`src/rtl/divider_if.sv`:
```
// rtl/divider_if.sv - operand/result bundle between divider control and the divider core
interface divider_if #(
    parameter int WIDTH = 32
);
    logic             divOp;
    logic [WIDTH-1:0] dividend;
    logic [WIDTH-1:0] divisor;
    logic [WIDTH-1:0] div_hi;
    logic [WIDTH-1:0] div_lo;
    logic             div_done;
    logic             div_zero;

    modport master (
        output divOp, dividend, divisor,
        input  div_hi, div_lo, div_done, div_zero
    );

    modport slave (
        input  divOp, dividend, divisor,
        output div_hi, div_lo, div_done, div_zero
    );
endinterface

```
`src/rtl/divider.sv`:
```
// rtl/divider.sv - signed restoring divider with MIPS DIV semantics (one bit per clock)
module divider #(
    parameter int WIDTH = 32
) (
    input  logic       clk,
    input  logic       reset,
    divider_if.slave   bus
);
    localparam int CW = $clog2(WIDTH) + 1;
    localparam logic [CW-1:0] LAST_STEP = CW'(WIDTH - 1);

    localparam logic [1:0] S_IDLE = 2'd0;
    localparam logic [1:0] S_RUN  = 2'd1;
    localparam logic [1:0] S_FIX  = 2'd2;
    localparam logic [1:0] S_DONE = 2'd3;

    logic [1:0]       state_q,  state_d;
    logic [CW-1:0]    cnt_q,    cnt_d;
    logic [WIDTH:0]   rem_q,    rem_d;
    logic [WIDTH-1:0] quo_q,    quo_d;
    logic [WIDTH-1:0] dvs_q,    dvs_d;
    logic             sign_n_q, sign_n_d;
    logic             sign_d_q, sign_d_d;
    logic [WIDTH-1:0] hi_q,     hi_d;
    logic [WIDTH-1:0] lo_q,     lo_d;
    logic             done_q,   done_d;
    logic             zero_q,   zero_d;

    logic [WIDTH-1:0] mag_n;
    logic [WIDTH-1:0] mag_d;
    logic [WIDTH:0]   shifted;

    // Unary minus of the most negative value yields the same bit pattern,
    // which read as unsigned is exactly its magnitude.
    assign mag_n   = bus.dividend[WIDTH-1] ? -bus.dividend : bus.dividend;
    assign mag_d   = bus.divisor[WIDTH-1]  ? -bus.divisor  : bus.divisor;
    assign shifted = {rem_q[WIDTH-1:0], quo_q[WIDTH-1]};

    always_comb begin
        state_d  = state_q;
        cnt_d    = cnt_q;
        rem_d    = rem_q;
        quo_d    = quo_q;
        dvs_d    = dvs_q;
        sign_n_d = sign_n_q;
        sign_d_d = sign_d_q;
        hi_d     = hi_q;
        lo_d     = lo_q;
        done_d   = done_q;
        zero_d   = zero_q;

        if (!bus.divOp) begin
            state_d = S_IDLE;
            cnt_d   = '0;
            hi_d    = '0;
            lo_d    = '0;
            done_d  = 1'b0;
            zero_d  = 1'b0;
        end else begin
            case (state_q)
                S_IDLE: begin
                    dvs_d    = mag_d;
                    quo_d    = mag_n;
                    rem_d    = '0;
                    cnt_d    = '0;
                    sign_n_d = bus.dividend[WIDTH-1];
                    sign_d_d = bus.divisor[WIDTH-1];
                    if (bus.divisor == '0) begin
                        state_d = S_DONE;
                        zero_d  = 1'b1;
                        done_d  = 1'b1;
                        hi_d    = '0;
                        lo_d    = '0;
                    end else begin
                        state_d = S_RUN;
                    end
                end
                S_RUN: begin
                    if (shifted >= {1'b0, dvs_q}) begin
                        rem_d = shifted - {1'b0, dvs_q};
                        quo_d = {quo_q[WIDTH-2:0], 1'b1};
                    end else begin
                        rem_d = shifted;
                        quo_d = {quo_q[WIDTH-2:0], 1'b0};
                    end
                    cnt_d = cnt_q + CW'(1);
                    if (cnt_q == LAST_STEP) begin
                        state_d = S_FIX;
                    end
                end
                S_FIX: begin
                    lo_d    = (sign_n_q ^ sign_d_q) ? -quo_q : quo_q;
                    hi_d    = sign_n_q ? -rem_q[WIDTH-1:0] : rem_q[WIDTH-1:0];
                    done_d  = 1'b1;
                    state_d = S_DONE;
                end
                default: begin
                    state_d = S_DONE;
                end
            endcase
        end
    end

    always_ff @(posedge clk or posedge reset) begin
        if (reset) begin
            state_q  <= S_IDLE;
            cnt_q    <= '0;
            rem_q    <= '0;
            quo_q    <= '0;
            dvs_q    <= '0;
            sign_n_q <= 1'b0;
            sign_d_q <= 1'b0;
            hi_q     <= '0;
            lo_q     <= '0;
            done_q   <= 1'b0;
            zero_q   <= 1'b0;
        end else begin
            state_q  <= state_d;
            cnt_q    <= cnt_d;
            rem_q    <= rem_d;
            quo_q    <= quo_d;
            dvs_q    <= dvs_d;
            sign_n_q <= sign_n_d;
            sign_d_q <= sign_d_d;
            hi_q     <= hi_d;
            lo_q     <= lo_d;
            done_q   <= done_d;
            zero_q   <= zero_d;
        end
    end

    assign bus.div_hi   = hi_q;
    assign bus.div_lo   = lo_q;
    assign bus.div_done = done_q;
    assign bus.div_zero = zero_q;
endmodule

```
`src/flat_wrapper.sv`:
```
// flat-port wrapper written by rule: the top's interface ports become plain ports
module divider_flat 
#(
    parameter int WIDTH = 32
)
  (clk, reset, bus_divOp, bus_dividend, bus_divisor, bus_div_hi, bus_div_lo, bus_div_done, bus_div_zero);
  divider_if #(.WIDTH(WIDTH)) bus_i ();
  input  logic clk;
  input  logic reset;
  input wire logic [$bits(bus_i.divOp)-1:0] bus_divOp;
  input wire logic [$bits(bus_i.dividend)-1:0] bus_dividend;
  input wire logic [$bits(bus_i.divisor)-1:0] bus_divisor;
  output wire logic [$bits(bus_i.div_hi)-1:0] bus_div_hi;
  output wire logic [$bits(bus_i.div_lo)-1:0] bus_div_lo;
  output wire logic [$bits(bus_i.div_done)-1:0] bus_div_done;
  output wire logic [$bits(bus_i.div_zero)-1:0] bus_div_zero;
  assign bus_i.divOp = bus_divOp;
  assign bus_i.dividend = bus_dividend;
  assign bus_i.divisor = bus_divisor;
  assign bus_div_hi = bus_i.div_hi;
  assign bus_div_lo = bus_i.div_lo;
  assign bus_div_done = bus_i.div_done;
  assign bus_div_zero = bus_i.div_zero;
  divider #(.WIDTH(WIDTH)) u_core (.clk(clk), .reset(reset), .bus(bus_i));
endmodule
```
`config.mk`:
```
export PLATFORM = sky130hd
export DESIGN_NAME = divider_flat
export DESIGN_NICKNAME = d
export VERILOG_FILES = /design/src/rtl/divider_if.sv /design/src/rtl/divider.sv /design/src/flat_wrapper.sv
export SDC_FILE = /design/constraint.sdc
export NUM_CORES = 1
export LEC_CHECK = 0
export CAP_MARGIN = 25
export CORE_MARGIN = 2
export CORE_UTILIZATION = 30
export DETAILED_ROUTE_END_ITERATION = 12
export GPL_TIMING_DRIVEN = 0
export HOLD_SLACK_MARGIN = 0.1
export PLACE_DENSITY = 0.51
export SYNTH_ARGS = -nofsm -noshare
export SYNTH_HDL_FRONTEND = slang
export SYNTH_SLANG_ARGS = --single-unit
```
`constraint.sdc`:
```
create_clock -name clk -period 12.9 [get_ports clk]
set_clock_uncertainty 0.1 [all_clocks]
set_input_delay 3.87 -clock clk [delete_from_list [all_inputs] [get_ports clk]]
set_output_delay 3.87 -clock clk [all_outputs]
set_load 0.02 [all_outputs]
```
==> results of run 1 <==
[cells in the mapped netlist (5+ instances only)]
cell type and instances:
xor2_1 107, nand4_1 9, o21ai_0 144, and3_1 10, a21oi_1 77, nor4_1 10
xnor2_1 43, o21a_1 6, a32oi_1 10, nor2b_1 6, or4_1 14, nor2_1 61
dfrtp_1 172, clkbuf_1 58, buf_6 7, nor3_1 15, nand2b_1 12, ha_1 37
o41ai_1 21, nand2_1 213, a21o_1 10, o311ai_0 5, o21ai_1 60, nand3_1 21
o22ai_1 6, a211oi_1 5, or3_1 11, mux2i_1 21, inv_1 52, o31ai_1 31
[registers in the layout (all words and copies together), names as in the netlist]
register	count
u_core.bus.div_hi	32
u_core.bus.div_lo	32
u_core.dvs_q	32
u_core.quo_q	32
u_core.rem_q	32
u_core.cnt_q	6
u_core.state_q	2
u_core.bus.div_done	1
u_core.bus.div_zero	1
u_core.sign_d_q	1
u_core.sign_n_q	1
[worst reg2reg max path: stages, from the launching register on]
cell,delay (ps)
dfrtp_1,550
ha_1,370
a21o_1,210
a31oi_1,240
a2111oi_0,150
a211oi_1,600
a21oi_1,270
a21oi_1,490
clkbuf_1,480
mux2i_1,240
o22ai_1,80
[metal layers]
metal | up-vias | GRT usage | share of wire
li1 | 4947 | - | -
met2 | 205 | 0.2807 | 0.45
met5 | - | 0 | 0
met1 | 4685 | 0.2506 | 0.50
met3 | 30 | 0.02200 | 0.035
met4 | 0 | 0.05163 | 0.018
[layout make-up]
| cell class | count | area share |
|---|---|---|
| Multi-Input combinational cell | 1017 | 0.4613 |
| Clock inverter | 13 | 0.009839 |
| Timing Repair Buffer | 134 | 0.09968 |
| Sequential cell | 172 | 0.3163 |
| Clock buffer | 19 | 0.03182 |
| Inverter | 52 | 0.01490 |
| Tap cell | 468 | 0.04303 |
| Buffer | 69 | 0.02308 |
[stage by stage]
step	cell area [um^2]	hold slack [ps]	cells	setup slack, ps	utilization
floorplan	11090	349.8	1310	4270	-
global placement	13000	363.7	1910	1613	0.3559
detailed placement	13040	371.9	1912	5671	0.3570
CTS	13610	387.8	1944	6137	0.3726
global route	13610	407.3	1944	5946	0.3726
finish	13610	380.7	1944	6135	0.3726
[worst paths after layout]
check	cells after the start	to
max	11	u_core.bus.div_hi[12]
min	2	u_core.bus.div_hi[22]
max reg2reg	10	u_core.rem_q[1]
min reg2reg	2	u_core.bus.div_hi[22]
max in group asynchronous	3	u_core.bus.div_lo[7]
min in group asynchronous	2	u_core.bus.div_lo[26]
[cells by family after synthesis]
group / count (synthesis) / synth area share
compound gates: 405 / 0.2162
xor+xnor: 150 / 0.1185
fa+ha+maj: 38 / 0.04355
buf+inv: 121 / 0.04592
flops: 172 / 0.3881
mux: 21 / 0.01895
simple gates: 403 / 0.1689
[power groups by stage]
stage	sequential (mW)	combinational, mW	clock [mW]
2_1_floorplan	0.698	0.828	0
3_3_place_gp	0.751	1.09	0
3_5_place_dp	0.754	1.09	0
4_1_cts	0.743	1.10	0.522
5_1_grt	0.760	1.23	0.545
6_report	0.748	1.11	0.511
==> reports/summary.md, run 1 <==
For this design the ratio of total power to cell area is 173.9 nW/um^2. In this run the power spent charging and discharging nets is 1.041 mW. On the worst path, the slowest cell contributes a delay of 570 ps. The TritonCTS sink count is 172, and the count of final setup violators is 0. The worst setup path startpoint was bus_divisor[2].

The tools report the startpoint of the lowest-slack register-to-register path as u_core.rem_q[3]. The core area is 36,520 um^2. The floorplan step defined a die boundary enclosing 38,520 um^2. For the number of antenna diodes, the log shows 0.

Kind of start point of the critical path: an input pin. The tools report the timing-limited maximum frequency as 147.8 MHz. The total global routing track utilization was 0.1764. The kind of cell adding the most delay to the critical path was simple AND/OR/NAND/NOR gates. The tree is rooted in a clkbuf_16. The number of nets handed over by synthesis was 1,415. The flow ran to the end, and the final reports show no timing, DRC or antenna violations.

For this run, design rule violations remaining after detail routing come to 0. Detailed placement ended at an HPWL of 26,470 um. Port buffering added 132 buffers.

In this run the remaining antenna-violating nets after routing total 0. The slowest stage of the critical path belongs to the cell or4_4. Entering global routing, the biggest net connects 108 pins. For this run the aggregate overflow at the end of global routing stands at 0.

The signal on the critical path passes through clkdlybuf4s50_1 > nor4_2 > nand3_1 > nand2b_1 > or3_4 > or4_4 > a22o_1 > buf_6 > buf_6 > nand2_1 > o21ai_1. After the first detailed-routing iteration, the DRC count stood at 541. The most used flip-flop cell after synthesis is dfrtp_1. From synthesis to final layout, the design area changed by 22.69%. The run gives 2.366 mW as the overall power consumption. The worst path needs 6765 ps of the cycle, external delays included. The count of final hold-check violations was 0. The count of buffer and inverter cells on the critical path came out at 3. For flop-to-flop paths, the worst setup slack is 8970 ps. H-tree depth: 4. The weighted congestion reported at the end of routability-driven placement was 0.8959. The vertical die dimension works out to 196.3 um. Setup repair after global routing left no endpoint under its margin.

Of all nets on the critical path, the largest fanout is 10. The netlist uses 60 different library cells. The async set-reset flop share out of synthesis is 1.000, and the post-synthesis cell count is 1,310. For the worst slew slack as a fraction of its limit, the log shows 0.5445. Leaving out fill and tap cells, the most frequent cell in the layout is nand2_1. The number of warnings printed during yosys synthesis is 0, and the detail-routed via count per cell is 5.076. The initial core utilization came out at 0.3037. The portion of total power attributed to sequential cells is 0.316, and the number of placement rows is 70. Setup total negative slack on the finished layout was measured at 0 ps. Summing all multi-input logic gate instances after layout gives 6277 um^2. Post-CTS setup buffer count: 0. After synthesis, the cell types taking the most area are dfrtp_1 39%, xor2_1 8.4%, nand2_1 7.2%. The worst hold path begins at u_core.bus.div_hi[22]. The tools report the number of I/O pins as 133. The source-to-sink clock delay at the later pin of the worst-skew pair is 440 ps, and the count of nets after finishing is 1,568. In the layout the commonest cells are 213 x nand2_1, 172 x dfrtp_1, 144 x o21ai_0. The clock network fraction of total power is 0.216. The proportion of total power due to net switching is 0.4401. The logs give 4304 um^2 for the combined flip-flop and latch cell area and 0.00009631 V for the maximum vdd ir drop. The post-synth design cell area is 11,090 um^2, and the number of fill cells in the layout is 3,780. Fraction of synthesized cell area taken by the top area cell type: 0.3881. Synthesis inferred 172 register bits. The first detailed-routing pass took 5 iterations. The leakage power total came out at 5.733 nW. After detailed routing, the total wire length is 33,470 um. The clock edge transition at the registers on the reported setup and hold paths was 70 ps; the vias after detailed routing was 9,867. The via count of the first global-routing pass is 9,723, and the number of buffers added by the clock tree synthesis step is 17. The setup path with the least slack is of type input pin to flip-flop.

The internal power consumption is 1.325 mW. The tools report the critical path data arrival time as 6970 ps. The worst hold path belongs to the class flip-flop to flip-flop. Hold buffer count at cts: 0. For the number of antenna violations at the first check in global routing, the log shows 0.

The number of max-slew violations in the final report was 0; the die boundary width was 196.3 um. For the register area share after synthesis, the log shows 0.3881. The period utilization works out to 0.5244.

The most used cell along the critical path was buf_6. Worst-margin pin slew: 680.8 ps. The logs give 0 for the count of maximum capacitance violations and 53,810 um for the wire length of the first global-routing pass.

The number of synthesized flops with an enable pin is 0, and the maximum root-to-sink buffer count is 2. Of all cell types, the one taking the most synthesized area is dfrtp_1. The worst setup path is captured at a flip-flop. The detail-routed net length per standard cell is 17.22 um, and the fraction of layout instances using a drive strength above 1 is 0.03726. Once the clock tree was built, the resizer swapped 0 gates to a different size.

The tools report the combinational group share of total power as 0.468. TritonCTS built the clock tree. For the worst setup path, the data required time is 13,110 ps.

Each instance of the synthesized netlist takes up on average 8.466 um^2.
(Power assumes the default switching activity.)
==> run 2, diff against run 1 <==
- PLACE_DENSITY: 0.51 -> 0.53
- clock period: 12.9 -> 5.7 ns (I/O delays scaled with it)
==> run 2 against run 1 <==
  * Register-to-register slack got worse by 7200 ps
  * Combinational power increased by 120%
  * Die area is the same
  * Final area increased by 0.86%
  * Critical path depth did not move
  * Flip-flop and latch count stayed put
  * Total power grew 130%
  * Worst setup slack lost 5000 ps
  * Clock power grew to 2.5 times the previous value
  * Worst hold slack lost 3.5 ps
  * Global-route usage fell by 0.22 points
  * Sequential share of layout area is 0.27 points lower
  * Critical path type unchanged
  * Largest power group unchanged
==> reports/summary.md, run 2 (same netlist as run 1, synthesis figures left out) <==
The count of nets after finishing is 1,571 (+0.19%), and the cell area after layout is 13,720 um^2 (+0.86%). The internal reg-to-reg setup slack came out at 1740 ps (-7230 ps). The clock edge transition at the registers on the reported setup and hold paths works out to 70 ps (about the same). The pin count of the biggest net entering global routing was 42 (-61%); the detail-routed via count per cell was 4.961 (-2.2%). The kind of start point of the critical path is an input pin. The number of antenna diodes came out at 0 (unchanged). The logs give 4 (-1) for the number of detailed-routing iterations run before antenna repair and 70 (unchanged) for the number of placement rows. The power per standard cell area was 397.5 nW/um^2 (+130%); the residual overflow from global routing was 0 (unchanged). The global routing met2 resource utilization is 0.2787 (-0.001970), and the time the final worst path needs with I/O delays and setup is 4614 ps.

The logs give 0.02733 (+0.005329) for the met3 global-route usage and 9,660 (-2.1%) for the vias after detailed routing. The aggregate routed wire length is 32,890 um (-1.7%). The via count of the first global-routing pass was 9,678 (-0.46%); the H-tree depth was 4 (unchanged). For the TritonCTS sink count, the log shows 172 (unchanged). The highest cell delay on the worst timing path was 570 ps (about the same). The run gives 53,340 um (-0.87%) as the wire length of the first global-routing pass. The vertical die dimension works out to 196.3 um (unchanged). The worst slew slack as a fraction of its limit came out at 0.5459 (+0.001431).

The source-to-sink clock delay at the later pin of the worst-skew pair was 440 ps (about the same). The hold buffer count at cts is 0 (unchanged), and the period utilization is 0.8095. The library cells used most frequently in the layout, excluding fill and tap cells, are 213 x nand2_1, 172 x dfrtp_1, 144 x o21ai_0. The tools report the global-route met1 utilization as 0.2473 (-0.003273). Worst-margin pin slew: 678.7 ps (-2.138 ps). The critical path data arrival time is 4820 ps (-2150 ps).

The weighted congestion reported at the end of routability-driven placement came out at 0.8657 (-3.4%). The maximum fanout along the worst path came out at 10 (unchanged). The run gives 1,947 (+0.15%) as the non-filler instance count after layout. The critical path goes through clkdlybuf4s50_1 > nor4_2 > nand3_1 > nand2b_1 > or3_4 > or4_4 > a22o_1 > buf_6 > buf_6 > nand2_1 > o21ai_1. The number of antenna violations at the first check in global routing came out at 0 (unchanged).

The quantity of gates resized following cts is 0 (unchanged). The violation count after the first detailed-route iteration came out at 586 (+8.3%). The most common cell after layout, fill and taps aside was nand2_1. The leakage power total is 5.789 nW (+0.98%). The cell sitting at the root of the clock tree is a clkbuf_16. Compared with the post-synthesis result, the final layout area differs by 23.75%.

Setup repair after global routing left no endpoint under its margin. The initial core utilization is 0.3037 (unchanged), and the DRC violations left is 0 (unchanged). The maximum root-to-sink buffer count was 2 (unchanged); the detail-routed net length per standard cell was 16.89 um (-1.9%). The flow ran to the end, and the final reports show no timing, DRC or antenna violations.

TritonCTS built the clock tree. The run gives 0 (unchanged) as the count of maximum capacitance violations. Nature of the critical path endpoint: a flip-flop.

The final HPWL from detailed placement is 26,570 um (+0.37%), and the post-CTS setup buffer count is 0 (unchanged). The count of buffers inserted at the top-level ports came out at 132 (unchanged). Static timing analysis puts the maximum clock frequency at 216.7 MHz.

The run gives 38,520 um^2 (unchanged) as the total die area. The run gives 5910 ps (-7200 ps) as the endpoint required time on the critical path. Critical path class: input pin to flip-flop. Residual antenna-violating net count after detailed routing: 0 (unchanged).

The run gives 377.2 ps (-3.450 ps) as the final hold slack. In this design, the critical path's most frequently occurring cell is buf_6. The core area was 36,520 um^2 (unchanged). The final-layout setup total negative slack was 0 ps (unchanged).

The number of I/O pins is 133 (unchanged). For this design, the slowest cell found on the critical path is or4_4. The logs give 0 (unchanged) for the number of max-slew violations in the final report and 0.0001829 V (+90%) for the maximum vdd ir drop.

The tools report the count of final hold-check violations as 0 (unchanged). For the standard cell area after detailed placement, the log shows 13,090 um^2 (+0.37%). The count of final setup violators came out at 0 (unchanged). The number of placed instances, taps included is 1,915 (+0.16%). Number of buffers added by the clock tree synthesis step: 17 (unchanged). The die boundary width was 196.3 um (unchanged). The most crowded layer after global routing is met2. The total global routing track utilization is 0.1741 (-0.002245). The fraction of layout instances using a drive strength above 1 works out to 0.04057 (+0.003305).

The worst hold path belongs to the class flip-flop to flip-flop.
==> run 2: cell count changes in the layout (fill, tap and decap cells not counted), sizes merged <==
cell and delta:
buf +3, bufinv +3, clkinv -2, clkinvlp +1
clkbuf -2
==> run 2: routing by layer <==
metal	vias up	share of wire
li1	4968	-
met4	0	0.011
met3	23	0.037
met2	169	0.45
met1	4500	0.50
met5	-	0
==> run 2: area by class of cell <==
cell class,instances,area [um^2]
plain buffers,69,314.1
clock buffers,17,425.4
clock inverters,15,210.2
fillers,3755,22800
inverters,52,198.9
multi-input cells,1017,6277
flip-flops and latches,172,4304
well taps,468,585.6
repair buffers,137,1409
==> run 2: worst paths after layout <==
kind / end / start / cells after the start
setup reg to reg: u_core.rem_q[1] / u_core.rem_q[3] / 10
max in group asynchronous: u_core.bus.div_hi[14] / reset / 4
hold / removal: u_core.dvs_q[14] / u_core.dvs_q[14] / 2
setup / recovery: u_core.bus.div_hi[11] / bus_divisor[4] / 11
hold reg to reg: u_core.dvs_q[14] / u_core.dvs_q[14] / 2
min in group asynchronous: u_core.bus.div_lo[25] / reset / 2
==> run 2: power breakdown <==
| group | leakage [nW] | switching, mW | total [mW] | internal [mW] |
|---|---|---|---|---|
| Combinational | 3.20 | 1.48 | 2.48 | 1.00 |
| Sequential | 2.28 | 0.302 | 1.69 | 1.38 |
| Clock | 0.310 | 0.540 | 1.29 | 0.745 |
| Total | 5.79 | 2.32 | 5.46 | 3.13 |
==> run 2: per-stage QoR <==
step	power [mW]	setup slack [ps]	util
4_1_cts	5.468	1103	0.3758
6_report	5.455	1086	0.3758
3_3_place_gp	4.147	145.3	0.3560
2_1_floorplan	3.453	1457	-
5_1_grt	5.863	874.0	0.3758
3_5_place_dp	4.167	635.9	0.3584
==> run 2: worst max-delay path: cells and delay by family <==
family	cells	cell delay (ps)
AO/OA/AOI/OAI	2	290
AND/OR/NAND/NOR	6	1990
buffers and inverters	3	820
